[config.mk]
export PLATFORM = sky130hd
export DESIGN_NAME = div_unit
export DESIGN_NICKNAME = d
export VERILOG_FILES = /design/src/rtl/div_unit.sv
export SDC_FILE = /design/constraint.sdc
export NUM_CORES = 1
export LEC_CHECK = 0
export BUFFER_PORTS_ARGS = -buffer_cell sky130_fd_sc_hd__buf_2
export CAP_MARGIN = 40
export CORE_MARGIN = 2
export CORE_UTILIZATION = 41
export DETAILED_ROUTE_END_ITERATION = 10
export MAX_ROUTING_LAYER = met4
export PLACE_DENSITY_LB_ADDON = 0.1
export SLEW_MARGIN = 20
export SYNTH_ARGS = -nofsm -noshare
export SYNTH_HDL_FRONTEND = slang
export SYNTH_SLANG_ARGS = --single-unit
[constraint.sdc]
create_clock -name clk -period 4.3 [get_ports clk]
set_input_delay 0.645 -clock clk [delete_from_list [all_inputs] [get_ports clk]]
set_output_delay 0.645 -clock clk [all_outputs]
set_load 0.05 [all_outputs]
[src/rtl/div_unit.sv]
// Iterative RV32M divide/remainder unit (DIV, DIVU, REM, REMU).
// Restoring division producing one quotient bit per clock. Division by zero
// and signed overflow are resolved at accept and finish on the next cycle.
// The result register and the valid pulse are updated on the edge that
// enters FIN, so valid and res are both registered outputs.
module div_unit #(
    parameter int WIDTH = 32
) (
    input  logic             clk,
    input  logic             rst_n,
    input  logic             start,
    input  logic [1:0]       op,
    input  logic [WIDTH-1:0] a,
    input  logic [WIDTH-1:0] b,
    input  logic             flush,
    output logic             busy,
    output logic             valid,
    output logic [WIDTH-1:0] res
);

    localparam int CW = $clog2(WIDTH);
    localparam logic [CW-1:0]    CNT_ZERO = {CW{1'b0}};
    localparam logic [CW-1:0]    CNT_ONE  = {{(CW-1){1'b0}}, 1'b1};
    localparam logic [CW-1:0]    LAST_CNT = CW'(WIDTH - 1);
    localparam logic [WIDTH-1:0] ZERO     = {WIDTH{1'b0}};
    localparam logic [WIDTH-1:0] ONE      = {{(WIDTH-1){1'b0}}, 1'b1};
    localparam logic [WIDTH-1:0] ALL_ONES = {WIDTH{1'b1}};
    localparam logic [WIDTH-1:0] MIN_VAL  = {1'b1, {(WIDTH-1){1'b0}}};

    typedef enum logic [1:0] {
        ST_IDLE = 2'b00,
        ST_RUN  = 2'b01,
        ST_FIN  = 2'b10
    } state_t;

    // Two's-complement negate when en is set, pass-through otherwise.
    // Negating MIN gives MIN, which is the right unsigned magnitude.
    function automatic logic [WIDTH-1:0] cond_neg(input logic en, input logic [WIDTH-1:0] v);
        if (en) begin
            return ~v + ONE;
        end else begin
            return v;
        end
    endfunction

    state_t           state_r, state_s;
    logic [1:0]       op_r, op_s;
    logic             sign_a_r, sign_a_s;
    logic             sign_b_r, sign_b_s;
    logic [WIDTH-1:0] rem_r, rem_s;
    logic [WIDTH-1:0] quo_r, quo_s;
    logic [WIDTH-1:0] div_r, div_s;
    logic [CW-1:0]    cnt_r, cnt_s;
    logic             busy_r, busy_s;
    logic             valid_r, valid_s;
    logic [WIDTH-1:0] res_r, res_s;

    // The partial remainder always stays below the divisor, so WIDTH bits hold
    // it between iterations; the shifted trial value needs one extra bit.
    logic [WIDTH:0]   trial_s;
    logic [WIDTH:0]   diff_s;
    logic             q_bit_s;
    logic [WIDTH-1:0] step_rem_s;
    logic [WIDTH-1:0] step_quo_s;
    logic             neg_quo_s;
    logic             neg_rem_s;
    logic [WIDTH-1:0] mag_a_s;
    logic [WIDTH-1:0] mag_b_s;

    // One restoring iteration plus the sign-fixup controls for the latched op.
    always_comb begin
        trial_s    = {rem_r, quo_r[WIDTH-1]};
        diff_s     = trial_s - {1'b0, div_r};
        q_bit_s    = ~diff_s[WIDTH];
        if (q_bit_s) begin
            step_rem_s = diff_s[WIDTH-1:0];
        end else begin
            step_rem_s = trial_s[WIDTH-1:0];
        end
        step_quo_s = {quo_r[WIDTH-2:0], q_bit_s};
        neg_quo_s  = ~op_r[0] & (sign_a_r ^ sign_b_r);
        neg_rem_s  = ~op_r[0] & sign_a_r;
        mag_a_s    = cond_neg(~op[0] & a[WIDTH-1], a);
        mag_b_s    = cond_neg(~op[0] & b[WIDTH-1], b);
    end

    // Next-state and next-register values for the IDLE/RUN/FIN controller.
    always_comb begin
        state_s  = state_r;
        op_s     = op_r;
        sign_a_s = sign_a_r;
        sign_b_s = sign_b_r;
        rem_s    = rem_r;
        quo_s    = quo_r;
        div_s    = div_r;
        cnt_s    = cnt_r;
        valid_s  = 1'b0;
        res_s    = res_r;
        case (state_r)
            ST_IDLE: begin
                if (start && !flush) begin
                    op_s     = op;
                    sign_a_s = a[WIDTH-1];
                    sign_b_s = b[WIDTH-1];
                    rem_s    = ZERO;
                    quo_s    = mag_a_s;
                    div_s    = mag_b_s;
                    cnt_s    = CNT_ZERO;
                    if (b == ZERO) begin
                        state_s = ST_FIN;
                        valid_s = 1'b1;
                        res_s   = op[1] ? a : ALL_ONES;
                    end else if (!op[0] && (a == MIN_VAL) && (b == ALL_ONES)) begin
                        state_s = ST_FIN;
                        valid_s = 1'b1;
                        res_s   = op[1] ? ZERO : MIN_VAL;
                    end else begin
                        state_s = ST_RUN;
                    end
                end else begin
                    state_s = ST_IDLE;
                end
            end
            ST_RUN: begin
                if (flush) begin
                    state_s = ST_IDLE;
                end else begin
                    rem_s = step_rem_s;
                    quo_s = step_quo_s;
                    cnt_s = cnt_r + CNT_ONE;
                    if (cnt_r == LAST_CNT) begin
                        state_s = ST_FIN;
                        valid_s = 1'b1;
                        if (op_r[1]) begin
                            res_s = cond_neg(neg_rem_s, step_rem_s);
                        end else begin
                            res_s = cond_neg(neg_quo_s, step_quo_s);
                        end
                    end else begin
                        state_s = ST_RUN;
                    end
                end
            end
            ST_FIN: begin
                state_s = ST_IDLE;
            end
            default: begin
                state_s = ST_IDLE;
            end
        endcase
        busy_s = (state_s != ST_IDLE);
    end

    // State, datapath and output registers with asynchronous clear.
    always_ff @(posedge clk or negedge rst_n) begin
        if (!rst_n) begin
            state_r  <= ST_IDLE;
            op_r     <= 2'b00;
            sign_a_r <= 1'b0;
            sign_b_r <= 1'b0;
            rem_r    <= ZERO;
            quo_r    <= ZERO;
            div_r    <= ZERO;
            cnt_r    <= CNT_ZERO;
            busy_r   <= 1'b0;
            valid_r  <= 1'b0;
            res_r    <= ZERO;
        end else begin
            state_r  <= state_s;
            op_r     <= op_s;
            sign_a_r <= sign_a_s;
            sign_b_r <= sign_b_s;
            rem_r    <= rem_s;
            quo_r    <= quo_s;
            div_r    <= div_s;
            cnt_r    <= cnt_s;
            busy_r   <= busy_s;
            valid_r  <= valid_s;
            res_r    <= res_s;
        end
    end

    assign busy  = busy_r;
    assign valid = valid_r;
    assign res   = res_r;

endmodule
### Yosys cells after proc, flatten, opt, wreduce, memory -nomap -nowiden

Index checks and enable logic that the tools add are counted.

* memory bits (writable): 0
* word-level logic and storage cells: 84
* bits in read-only memories: 0
* latch bits: 0
* bits in registers: 141
* output and inout port bits: 34
* memories kept: 0

* equality and inequality tests: 8
* reductions and logical operators: 12
* div/mod/pow operators: 0
* mux-type cells: 35
* shift operators: 0
* bitwise gates (word level): 12
* magnitude comparators: 0
* multipliers: 0
* $add $sub $neg: 6

Operators by type and width (count)
* 32-bit two-way mux: 17
* 32-bit case mux with 2 select lines: 3
* 32-bit by 1-bit adder with 32-bit output (second input constant): 4
* 32-bit NOT: 4
* 32-bit equality test (second input constant): 2
* 33-bit by 32-bit subtractor with 33-bit output: 1
* 32-bit zero test: 1
* 2-bit two-way mux: 5
* 5-bit two-way mux: 2
* 5-bit case mux with 2 select lines: 1
* 2-bit != test (second input constant): 3
* 5-bit by 1-bit adder with 5-bit output (second input constant): 1
* 5-bit equality test (second input constant): 1
* 1-bit two-way mux: 5
* 5-bit AND reduction: 1
* 1-bit bitwise AND: 4
* 2-bit case mux with 2 select lines: 1
* 2-bit nonzero test: 2
* 1-bit logical AND: 3
* 3-bit != test (second input constant): 1
* 1-bit NOT: 3
* 3-bit AND reduction: 1
* 2-bit by 1-bit equality test with 1-bit output (second input constant): 1
* 1-bit zero test: 2
* 4 further kinds: 4

### Logic depth before layout (Yosys ltp)

Gate-level depths: netlist of the first run.

* depth in word-level cells: 9
* depth in mapped cells: 23
* mapped depth without buffers: 21

### Worst setup path before layout of the first run

Ideal clock, no wire load.

* path kind: register to register
* start: register quo_r[31]
* end: register res_r[26] (netlist: res[26])
* stages on the path, launching flop included: 23
* period minus slack after synthesis: 4.715 ns
* setup time: 0.132 ns
* arrival time: 4.583 ns
* setup slack: -0.415 ns
* buffers on the path: 2
* path through: dfrtp_1 -> inv_1 -> ha_1 -> fa_1 -> nand2b_1 -> a211oi_1 -> o211ai_4 -> a21oi_2 -> o21a_2 -> nor2_8 -> inv_4 -> buf_2 -> buf_1 -> nor2_1 -> a21oi_1 -> ha_1 -> nand2_1 -> nor4_1 -> a41oi_1 -> a2111oi_2 -> a31oi_1 -> xor2_1 -> o21ai_1

* word-level cells in the longest chain between the ends: 9
* elaborated cells on any way between the ends: 13
* classes of those cells: 3 x add/sub; 7 x mux; 3 x bitwise

RTL lines
* from (decl): line 51 `logic [WIDTH-1:0] quo_r, quo_s;`
* from (signal assigned): line 174 `quo_r <= quo_s;`
* 33-bit by 32-bit subtractor with 33-bit output: line 73 `diff_s = trial_s - {1'b0, div_r};`
* 32-bit two-way mux / 1-bit NOT (equally long branches): line 75, 74
* 32-bit NOT: line 40 `return ~v + ONE;`
* 32-bit by 1-bit adder with 32-bit output: line 40
* 32-bit two-way mux: line 39 `if (en) begin`
* 32-bit two-way mux *: line 134 `if (op_r[1]) begin`
* 32-bit two-way mux *: line 131 `if (cnt_r == LAST_CNT) begin`
* 32-bit two-way mux *: line 125 `if (flush) begin`
* 32-bit case mux with 2 select lines *: line 99 `case (state_r)`
* to (signal assigned): line 179 `res_r <= res_s;`
* to (decl): line 56 `logic [WIDTH-1:0] res_r, res_s;`

Every way passes the cells marked *; elsewhere a longest branch is shown, timed or not. The select of a mux whose other input is x is not followed.
A chain may end at the register's enable or synchronous reset.

### Worst setup path in the final report of the first run

* start: register rem_r[22]
* end: register res_r[30] (netlist: res[30])

* word-level cells in the longest chain between the ends: 9
* elaborated cells on any way between the ends: 13
* classes of those cells: 3 x add/sub; 7 x mux; 3 x bitwise

RTL lines
* from (decl): line 50 `logic [WIDTH-1:0] rem_r, rem_s;`
* from (signal assigned): line 173 `rem_r <= rem_s;`
* 33-bit by 32-bit subtractor with 33-bit output: line 73
* 32-bit two-way mux / 1-bit NOT (equally long branches): line 75, 74
* 32-bit NOT: line 40
* 32-bit by 1-bit adder with 32-bit output: line 40
* 32-bit two-way mux: line 39
* 32-bit two-way mux *: line 134
* 32-bit two-way mux *: line 131
* 32-bit two-way mux *: line 125
* 32-bit case mux with 2 select lines *: line 99

Marked as above.

==> summary.md, run 1 <==
| Metric | Value |
|---|---|
| Sum of routed wire length over all layers | 41230 um |
| Area growth, synth to finish | 18.13% |
| Filler cells | ~2900 |
| Type of destination of the critical path | register |
| Number of global-route vias before repair | about 11000 |
| Max-cap violation count | 0 |
| Maximum level of the CTS H-tree | 4 |
| Horizontal die dimension | ~170 um |
| Post-route clock skew | ~0.013 ns |
| Final setup vio count | 0 |
| Routed WL per cell | between 15 and 20 um |
| Clock insertion delay at the later pin of the skew report | 0.44 ns |
| Global-route wire length before repair | between 60000 and 70000 um |
| Tcrit/Tclk final | 0.9596 |
| Worst slew margin | 0.4369 |
| Result of the run | completed |
| Leakage | just over 0.006 uW |
| Areal power density over the cells | 733.2 mW/mm^2 |
| Core area | 0.02847 mm^2 |
| Cell area after synthesis | ~0.012 mm^2 |
| Final #Nets | roughly 1800 |
| Synthesis warning total | 0 |
| Initial antenna violation count | 1 |
| Post-CTS setup buffer count | 0 |
| Master cell of the clock root buffer | clkbuf_16 |
| Total gr overflow | 0 |
| Sum Neg Setup Slack | 0 ns |
| Final critical-path required period | 4.126 ns |
| Sinks on the clock net | 141 |
| Weighted congestion at the end of routability-driven global placement | 0.9272 |
| Initial standard-cell utilization of the core | 0.4135 |
| TritonCTS clock tree | yes |
| Async set-reset flop share out of synthesis | 1.000 |
| Path type of the worst setup path | reg2reg |
| Post-DP HPWL | between 30000 and 40000 um |
| Number of distinct library cells after synthesis | 85 |
| Most frequent cells in the layout | nand2_1 (185), o21ai_0 (185), dfrtp_1 (141), a21oi_1 (138), nor2_1 (137) |
| Classification of the worst-slack hold path | in2async |
| Max Slew Vio Count | 0 |
| Crit-path max FO | 10 |
| Total number of vias | about 12000 |
| Routed via count divided by cell count | about 5.8 |
| # DRC | 0 |
| Critical path data required time | between 4 and 5 ns |
| CTS clock-pin slew for the worst setup and hold paths | 0.07 ns |
| Mapped Cells | 1536 |
| Number of synthesized flops with an enable pin | 0 |
| Drt first pass iters | 5 |
| Largest voltage drop on the vdd net | 0.4309 mV |
| Post-synthesis sequential area ratio | 0.2997 |
| Non-Filler Instances | 2068 |
| CTS buffer count | 17 |
| Post-synthesis average cell area | between 7 and 8 um^2 |
| Initial detailed-routing violation count | 970 |
| Synthesized netlist net count | approximately 1600 |
| Max clock buf depth | 2 |
| Achievable frequency | 0.2424 GHz |
| Most frequently used flop master after synthesis | dfrtp_1 |
| Largest net degree at the start of global routing | 65 |
| I/O Buffers | slightly above 100 |
| Setup slack of the most critical reg-to-reg path | ~0.17 ns |
| Launching element type of the critical path | register |
| Yosys reg bits | roughly 140 |
| Transition at the pin with the smallest max-transition slack | 0.8446 ns |
| Aggregate global-route resource usage | 0.2835 |
| RSZ-0062 raised after global routing | true |
| Die Outline Area | about 0.03 mm^2 |
| Critical Path AT | ~4.4 ns |
| Number of placed cells counting well taps | 2030 |
| Number of nets still failing antenna checks after routing | 0 |
| Count of endpoints failing hold in the final timing report | 0 |
| Ratio of cells with drive above 1 in the final layout | 0.1652 |
| Standard-cell rows | 62 |
| Die H | 173.4 um |
| Ports placed on the boundary | between 100 and 150 |
| Number of buffers inserted by hold repair at cts | 0 |
final cells by class:
cell class,count,area (um^2),area share
tap,384,480.5,0.03455
multi-input combinational,1249,7784,0.5597
inverter,66,250.2,0.01800
antenna,1,2.502,0.0001800
timing repair buffer,195,1290,0.09277
clock inverter,11,110.1,0.007918
sequential,141,3528,0.2537
clock buffer,21,460.4,0.03311
Yosys cell counts (22+ instances only):
cell type  instances  share of area
nor3_1            39          0.017
nor2_1           138          0.044
ha_1              39          0.041
clkbuf_1          61          0.019
nand2_1          185          0.059
a21oi_1          141          0.060
inv_1             64          0.020
dfrtp_1          141           0.30
mux2i_1           26          0.022
or3_1             25          0.013
o21ai_0          185          0.079
o31ai_1           22          0.014
xor2_1            66          0.049
xnor2_1           66          0.049
nor4_1            28          0.015
a31oi_1           35          0.019
flip-flops by register name, indices dropped and copies added, names as in the netlist:
signal / cells
quo_r: 32
div_r: 32
busy: 1
sign_a_r: 1
sign_b_r: 1
valid: 1
res: 32
op_r: 2
rem_r: 32
cnt_r: 5
state_r: 2
path summary, 6_finish.rpt:
path,start,endpoint,cells after the start
worst min register to register,div_r[11]$_DFFE_PN0P_,div_r[11]$_DFFE_PN0P_,2
min in group clk,div_r[11]$_DFFE_PN0P_,div_r[11]$_DFFE_PN0P_,2
worst min-delay path,rst_n,div_r[23]$_DFFE_PN0P_,1
worst max-delay path,rem_r[22]$_DFFE_PN0P_,res[30]$_DFFE_PN0P_,19
max in group asynchronous,rst_n,res[11]$_DFFE_PN0P_,3
worst max register to register,rem_r[22]$_DFFE_PN0P_,res[30]$_DFFE_PN0P_,19
metal layers:
metal | share of wire | GRT usage
met2 | 0.46 | 0.4395
met4 | 0.019 | 0.07133
met5 | 0 | -
met3 | 0.054 | 0.04079
met1 | 0.47 | 0.3903
metrics by stage:
| step | area [um^2] | utilization | hold slack, ns | setup slack, ns | total power, uW |
|---|---|---|---|---|---|
| floorplan | 11850 | - | 0.3494 | 0.001760 | 6418 |
| global placement | 13190 | 0.4633 | 0.4628 | 0.1351 | 8520 |
| detailed placement | 13250 | 0.4655 | 0.4733 | 0.05931 | 8566 |
| CTS | 13820 | 0.4855 | 0.1183 | 0.02045 | 10080 |
| global route | 13910 | 0.4884 | 0.1228 | -0.03376 | 10930 |
| finish | 13910 | 0.4884 | 0.1045 | 0.1738 | 10200 |
worst max-delay path: stages, from the launching register on:
cell      delay, ns
dfrtp_1        0.42
ha_2           0.40
nand4_1        0.17
or4_4          0.55
o22ai_1        0.12
nand3b_2       0.22
o21a_4         0.18
nor2_8         0.05
inv_4          0.11
nor2_1         0.05
a21oi_1        0.17
ha_2           0.22
nand2_1        0.09
nor2_1         0.18
nand4_1        0.15
a221oi_1       0.29
buf_4          0.19
a41oi_1        0.11
xor2_1         0.22
o21ai_1        0.08
cells by family (layout without fill, tap and decap cells):
| kind of cell | Yosys count | after routing | share of synthesized area |
|---|---|---|---|
| mux | 31 | 31 | 0.02721 |
| fa+ha+maj | 40 | 40 | 0.04315 |
| simple gates | 530 | 530 | 0.2150 |
| buf+inv | 146 | 293 | 0.05091 |
| flops | 141 | 141 | 0.2997 |
| other cells | 0 | 1 | 0 |
| xor+xnor | 132 | 132 | 0.09821 |
| compound gates | 516 | 516 | 0.2657 |
power breakdown:
part	switching (uW)	leakage (uW)	internal [uW]	total [uW]
registers	357	0.00184	1610	1960
clock network	664	0.000271	834	1500
logic	4150	0.00393	2580	6730
total	5170	0.00604	5020	10200
repair_timing:
item,4_1_cts,5_1_grt
gates resized for setup,0,6
endpoints found under the setup margin,0,7
hold endpoints to repair,0,0
Power figures use the tool's default switching activity.
==> run 2: changes to the inputs <==
Clock period 4.3 ns to 4.8 ns, I/O delays scaled along.
==> run 2 against run 1 <==
Maximum frequency fell by 7.8%. Hold slack improved by 0.067 ns. Sequential share of layout area rose by 0.43 points. Cell count fell by 1.9%. Die area did not move. Routed wire length fell by 0.48%. Critical endpoint is now res[19]$_DFFE_PN0P_.
==> summary.md, run 2 (synthesized netlist as in run 1, its figures left out) <==
| Metric | Value |
|---|---|
| Result of the run | completed (unchanged) |
| Final setup vio count | 0 (unchanged) |
| Post-DP HPWL | 31670 um (was 31920 um) |
| Total gr overflow | 0 (unchanged) |
| Crit path setup slack, layout | 0.3251 ns (was 0.1738 ns) |
| Max-cap violation count | 0 (unchanged) |
| Number of global-route vias before repair | 11460 (was 11360) |
| Classification of the worst-slack hold path | in2async (unchanged) |
| Post-route clock skew | 0.01457 ns (was 0.01350 ns) |
| Number of nets still failing antenna checks after routing | 0 (unchanged) |
| Count of endpoints failing hold in the final timing report | 0 (unchanged) |
| Drt first pass iters | 5 (unchanged) |
| Non-Filler Instances | 2029 (was 2068) |
| Total buffers and inverters traversed by the critical path | 3 (was 2) |
| CTS buffer count | 17 (unchanged) |
| # DRC | 0 (unchanged) |
| Weighted congestion at the end of routability-driven global placement | 0.9144 (was 0.9272) |
| Initial detailed-routing violation count | 1055 (was 970) |
| Aggregate global-route resource usage | 0.2816 (was 0.2835) |
| Routed WL per cell | 20.22 um (was 19.94 um) |
| Worst slew margin | 0.4083 (was 0.4369) |
| Initial standard-cell utilization of the core | 0.4135 (unchanged) |
| Standard-cell rows | 62 (unchanged) |
| Achievable frequency | 0.2235 GHz (was 0.2424 GHz) |
| Sinks on the clock net | 141 (unchanged) |
| Sum of routed wire length over all layers | 41030 um (was 41230 um) |
| Quantity of gates resized following cts | 0 (unchanged) |
| Tcrit/Tclk final | 0.9323 (was 0.9596) |
| Place WS | 0.1783 ns (was 0.05931 ns) |
| Die H | 173.4 um (unchanged) |
| Master cell of the clock root buffer | clkbuf_16 (unchanged) |
| Reg-to-reg endpoint | res[19]$_DFFE_PN0P_ (was res[30]$_DFFE_PN0P_) |
| Ratio of cells with drive above 1 in the final layout | 0.1441 (was 0.1652) |
| Ports placed on the boundary | 104 (unchanged) |
| Final #Nets | 1742 (was 1780) |
| Max clock buf depth | 2 (unchanged) |
| Critical path, cell by cell | ha_1 > a21oi_1 > o21ai_1 > a22oi_1 > a21oi_4 > o21a_2 > nor2_8 > buf_4 > buf_4 > a41oi_2 > buf_4 > o31ai_1 > xor2_1 > o22ai_1 > nor2_1 (was ha_2 > nand4_1 > or4_4 > o22ai_1 > nand3b_2 > o21a_4 > nor2_8 > inv_4 > nor2_1 > a21oi_1 > ha_2 > nand2_1 > nor2_1 > nand4_1 > a221oi_1 > buf_4 > a41oi_1 > xor2_1 > o21ai_1) |
| Areal power density over the cells | 656.6 mW/mm^2 (was 733.2 mW/mm^2) |
| Post-CTS setup buffer count | 0 (unchanged) |
| Setup slack of the most critical reg-to-reg path | 0.33 ns (was 0.17 ns) |
| Area growth, synth to finish | 16.16% (was 18.13%) |
| Global-route wire length before repair | 64980 um (was 64740 um) |
| Final core utilization | 0.4803 (was 0.4884) |
| CTS clock-pin slew for the worst setup and hold paths | 0.07 ns (about the same) |
| Initial antenna violation count | 0 (was 1) |
| Horizontal die dimension | 173.4 um (unchanged) |
| Routed via count divided by cell count | 5.919 (was 5.820) |
| Critical path data required time | 5.12 ns (was 4.61 ns) |
| Crit-path max FO | 33 (was 10) |
| TritonCTS clock tree | yes (unchanged) |
| Transition at the pin with the smallest max-transition slack | 0.8794 ns (was 0.8446 ns) |
| Largest net degree at the start of global routing | 65 (unchanged) |
| Final critical-path required period | 4.475 ns (was 4.126 ns) |
| Number of buffers inserted by hold repair at cts | 0 (unchanged) |
| Launching element type of the critical path | register (unchanged) |
| Most frequent cells in the layout | nand2_1 (185), o21ai_0 (185), dfrtp_1 (141), a21oi_1 (140), nor2_1 (137) (was nand2_1 (185), o21ai_0 (185), dfrtp_1 (141), a21oi_1 (138), nor2_1 (137)) |
| Path type of the worst setup path | reg2reg (unchanged) |
| Total number of vias | 12010 (was 12040) |
| Largest voltage drop on the vdd net | 0.3660 mV (was 0.4309 mV) |
| Clock insertion delay at the later pin of the skew report | 0.45 ns (was 0.44 ns) |
| Number of cell instances on the worst register-to-register path | 15 (was 19) |
| Core area | 0.02847 mm^2 (unchanged) |
| I/O Buffers | 103 (unchanged) |
| Type of destination of the critical path | register (unchanged) |
| Worst reg2reg path startpoint | rem_r[14]$_DFFE_PN0P_ (was rem_r[22]$_DFFE_PN0P_) |
| Diode insertion count for antenna repair | 0 (was 1) |
| Max Slew Vio Count | 0 (unchanged) |
| CP max stage delay | 0.55 ns (about the same) |
| Leakage | 0.005902 uW (was 0.006045 uW) |
| Cell mode on critical path | buf_4 |
| Number of placed cells counting well taps | 1993 (was 2030) |
| Die Outline Area | 0.03008 mm^2 (unchanged) |
| Delay-heaviest family, CP | compound AO/OA/AOI/OAI gates (was simple AND/OR/NAND/NOR gates) |
| Maximum level of the CTS H-tree | 4 (unchanged) |
| Critical Path AT | 4.79 ns (was 4.43 ns) |
| Slowest cell on the critical path | a22oi_1 (was or4_4) |
[run 2: cell types whose count changed in the layout (fill, tap and decap cells not counted), moves of 2 or more]
cell / previous run / this run
a21oi_1: 138 / 140
a21oi_2: 5 / 3
a221oi_1: 11 / 9
a221oi_2: 0 / 2
buf_4: 84 / 44
bufinv_16: 1 / 5
clkbuf_8: 2 / 0
clkinvlp_4: 3 / 0
nor4_2: 2 / 4
[run 2: worst max-delay path by stage]
| stage | startpoint | depth (start not counted) | slack [ns] | end |
|---|---|---|---|---|
| final | rem_r[14]$_DFFE_PN0P_ | 15 | 0.33 | res[19]$_DFFE_PN0P_ |
| after global placement | quo_r[31]$_DFFE_PN0P_ | 21 | 0.31 | res[30]$_DFFE_PN0P_ |
| after CTS | quo_r[31]$_DFFE_PN0P_ | 21 | 0.15 | res[30]$_DFFE_PN0P_ |
| after global routing | rem_r[20]$_DFFE_PN0P_ | 18 | -0.04 | res[20]$_DFFE_PN0P_ |
| after floorplan | quo_r[31]$_DFFE_PN0P_ | 22 | 0.08 | res[26]$_DFFE_PN0P_ |
| after detailed placement | quo_r[31]$_DFFE_PN0P_ | 21 | 0.18 | res[30]$_DFFE_PN0P_ |
[run 2: through the flow]
stage                     total power [uW]  setup TNS, ns  hold WS, ns  cell area [um^2]
after floorplan                       5666              0       0.4244             11770
after global placement                7258              0       0.4630             12830
after detailed placement              7301              0       0.4707             12920
after CTS                             8866              0       0.1690             13580
after global routing                  9602        -0.1259       0.1856             13670
final                                 8978              0       0.1718             13670
[run 2: report_power, final]
part / total [uW] / switching, uW / internal (uW) / leakage, uW
registers: 1780 / 337 / 1440 / 0.00184
clock network: 1530 / 597 / 936 / 0.000322
logic: 5670 / 3620 / 2050 / 0.00374
total: 8980 / 4550 / 4430 / 0.00590
[run 2: cell type report]
class | instances | area, um^2
clock buffers | 18 | 429.2
clock inverters | 14 | 231.5
fillers | 2937 | 14800
inverters | 66 | 250.2
multi-input cells | 1249 | 7742
flip-flops and latches | 141 | 3528
well taps | 384 | 480.5
repair buffers | 157 | 1011
[run 2: layer usage]
layer	wire (um)	share of wire	track usage
met1	18750	0.46	0.3865
met5	0	0	-
met3	2325	0.057	0.02632
met4	1156	0.028	0.09287
met2	18800	0.46	0.4380
==> run 3: changes to the inputs <==
Settings changed: BUFFER_PORTS_ARGS -buffer_cell sky130_fd_sc_hd__buf_2 to default, DONT_BUFFER_PORTS from default to 1, GPL_TIMING_DRIVEN from default to 0.
Clock period 4.8 ns to 5.4 ns, I/O delays scaled along.
==> run 3 against run 2 <==
Hold slack worse by 0.10 ns. Register-to-register slack worse by 0.08 ns. Total power down 14%. Worst setup slack worse by 0.083 ns. Via count down 1.2%. Count of clock-buffer cells in the layout up 6. Critical endpoint is now res[28]$_DFFE_PN0P_.
==> summary.md, run 3 (synthesized netlist as in run 1, its figures left out) <==
| Metric | Value |
|---|---|
| Areal power density over the cells | 595.3 mW/mm^2 (was 656.6 mW/mm^2) |
| Number of nets still failing antenna checks after routing | 0 (unchanged) |
| Final setup vio count | 0 (unchanged) |
| Initial antenna violation count | 1 (was 0) |
| Ratio of cells with drive above 1 in the final layout | 0.06713 (was 0.1441) |
| Worst reg2reg path startpoint | quo_r[31]$_DFFE_PN0P_ (was rem_r[14]$_DFFE_PN0P_) |
| # DRC | 0 (unchanged) |
| Aggregate global-route resource usage | 0.2973 (was 0.2816) |
| Number of global-route vias before repair | 11310 (was 11460) |
| Largest voltage drop on the vdd net | 0.2915 mV (was 0.3660 mV) |
| CTS clock-pin slew for the worst setup and hold paths | 0.06 ns (was 0.07 ns) |
| Standard-cell rows | 62 (unchanged) |
| Transition at the pin with the smallest max-transition slack | 0.9046 ns (was 0.8794 ns) |
| Maximum level of the CTS H-tree | 4 (unchanged) |
| Gr busiest metal | met2 (unchanged) |
| I/O Buffers | 0 (was 103) |
| Critical path data required time | 5.70 ns (was 5.12 ns) |
| CTS buffer count | 17 (unchanged) |
| Post-DP HPWL | 34440 um (was 31670 um) |
| Routed via count divided by cell count | 6.042 (was 5.919) |
| Critical Path AT | 5.45 ns (was 4.79 ns) |
| Post-route clock skew | 0.01130 ns (was 0.01457 ns) |
| Filler cells | 2917 (was 2937) |
| Global-route wire length before repair | 66910 um (was 64980 um) |
| Global routing usage on met1 | 0.4175 (was 0.3865) |
| Most frequent cells in the layout | nand2_1 (185), o21ai_0 (185), dfrtp_1 (140), a21oi_1 (139), nor2_1 (138) (was nand2_1 (185), o21ai_0 (185), dfrtp_1 (141), a21oi_1 (140), nor2_1 (137)) |
| Sum Neg Setup Slack | 0 ns (unchanged) |
| Sum of routed wire length over all layers | 43750 um (was 41030 um) |
| TritonCTS clock tree | yes (unchanged) |
| Worst slew margin | 0.3914 (was 0.4083) |
| Routed WL per cell | 22.28 um (was 20.22 um) |
| Sinks on the clock net | 141 (unchanged) |
| Global-route track usage on met3 | 0.06557 (was 0.02632) |
| Type of destination of the critical path | register (unchanged) |
| Multi-input combinational cell area | 0.007749 mm^2 (was 0.007742 mm^2) |
| Number of buffers inserted by hold repair at cts | 0 (unchanged) |
| Total power | 7733 uW (was 8978 uW) |
| Horizontal die dimension | 173.4 um (unchanged) |
| Path type of the worst setup path | reg2reg (unchanged) |
| Achievable frequency | 0.1939 GHz (was 0.2235 GHz) |
| Ports placed on the boundary | 104 (unchanged) |
| Classification of the worst-slack hold path | in2async (unchanged) |
| Final #Nets | 1677 (was 1742) |
| Count of endpoints failing hold in the final timing report | 0 (unchanged) |
| Area growth, synth to finish | 10.35% (was 16.16%) |
| Max-cap violation count | 0 (unchanged) |
| Crit-path max FO | 19 (was 33) |
| Initial standard-cell utilization of the core | 0.4135 (unchanged) |
| Drt first pass iters | 6 (was 5) |
| Launching element type of the critical path | register (unchanged) |
| Clock insertion delay at the later pin of the skew report | 0.44 ns (was 0.45 ns) |
| Met2 GRT Util | 0.4315 (was 0.4380) |
| Post-route standard cell area excluding fillers | 0.01299 mm^2 (was 0.01367 mm^2) |
| Final critical-path required period | 5.158 ns (was 4.475 ns) |
| Initial detailed-routing violation count | 1159 (was 1055) |
| Seq. cell area | 0.003530 mm^2 (was 0.003528 mm^2) |
| Total number of vias | 11870 (was 12010) |
| Die H | 173.4 um (unchanged) |
| Max clock buf depth | 2 (unchanged) |
| Tcrit/Tclk final | 0.9551 (was 0.9323) |
| Max Slew Vio Count | 0 (unchanged) |
| Die Outline Area | 0.03008 mm^2 (unchanged) |
| Core area | 0.02847 mm^2 (unchanged) |
| Total gr overflow | 0 (unchanged) |
| Largest net degree at the start of global routing | 142 (was 65) |
| Master cell of the clock root buffer | clkbuf_16 (unchanged) |
| Leakage | 0.005301 uW (was 0.005902 uW) |
| Weighted congestion at the end of routability-driven global placement | 0.9258 (was 0.9144) |
| Worst setup startpoint | quo_r[31]$_DFFE_PN0P_ (was rem_r[14]$_DFFE_PN0P_) |
| Result of the run | completed (unchanged) |
| Standard cell area after detailed placement | 0.01229 mm^2 (was 0.01292 mm^2) |
-- run 3: path summary, 6_finish.rpt --
| path | slack, ns | cells after the start | endpoint |
|---|---|---|---|
| max in group asynchronous | 4.97 | 0 | quo_r[24]$_DFFE_PN0P_ |
| max reg2reg | 0.24 | 19 | res[28]$_DFFE_PN0P_ |
| max | 0.24 | 19 | res[28]$_DFFE_PN0P_ |
| min | 0.07 | 0 | div_r[18]$_DFFE_PN0P_ |
| min reg2reg | 0.48 | 2 | div_r[3]$_DFFE_PN0P_ |
| min in group clk | 0.48 | 2 | op_r[0]$_DFFE_PN0P_ |
-- run 3: power breakdown --
part | total [uW] | switching (uW) | internal, uW
sequential | 1610 | 328 | 1280
clock | 1130 | 475 | 651
combinational | 5000 | 3190 | 1810
total | 7730 | 4000 | 3740
-- run 3: layout make-up --
cell class | count | area share
Multi-Input combinational cell | 1249 | 0.5965
Sequential cell | 141 | 0.2717
Tap cell | 384 | 0.03699
Clock buffer | 24 | 0.03631
Buffer | 79 | 0.02793
Inverter | 66 | 0.01946
Timing Repair Buffer | 13 | 0.005876
Clock inverter | 7 | 0.005009
Antenna cell | 1 | 0.0001926
-- run 3: worst max-delay path, stage by stage, from the launching register on --
cell      delay [ns]
dfrtp_2         0.44
inv_1           0.06
ha_1            0.23
fa_1            0.40
nand2b_2        0.25
a211oi_4        0.33
o211ai_4        0.18
a21oi_4         0.26
o21a_4          0.23
nor2_8          0.07
inv_6           0.15
buf_8           0.20
ha_1            0.28
nand3_1         0.16
nor4_1          0.73
and2_1          0.32
a21oi_1         0.10
xor2_1          0.18
a221oi_1        0.28
o21ai_1         0.11
-- run 3: per-stage QoR --
step	worst slack, ns	utilization	hold slack, ns	cells
2_1_floorplan	0.6849	-	0.4498	1536
3_3_place_gp	-1.004	0.4303	0.4624	1920
3_5_place_dp	-0.9887	0.4316	0.4732	1926
4_1_cts	0.01031	0.4522	0.04641	1957
5_1_grt	-0.005675	0.4563	0.05479	1964
6_report	0.2425	0.4563	0.07020	1964
-- run 3: what timing repair did --
item,in CTS,in global routing
endpoints found under the setup margin,14,8
buffers inserted,1,4
resized for setup,10,16
pin swaps,1,5
-- run 3: routing by layer --
metal,vias up,share of wire
met3,53,0.076
li1,5607,-
met1,5788,0.47
met2,418,0.44
met4,0,0.019
met5,-,0
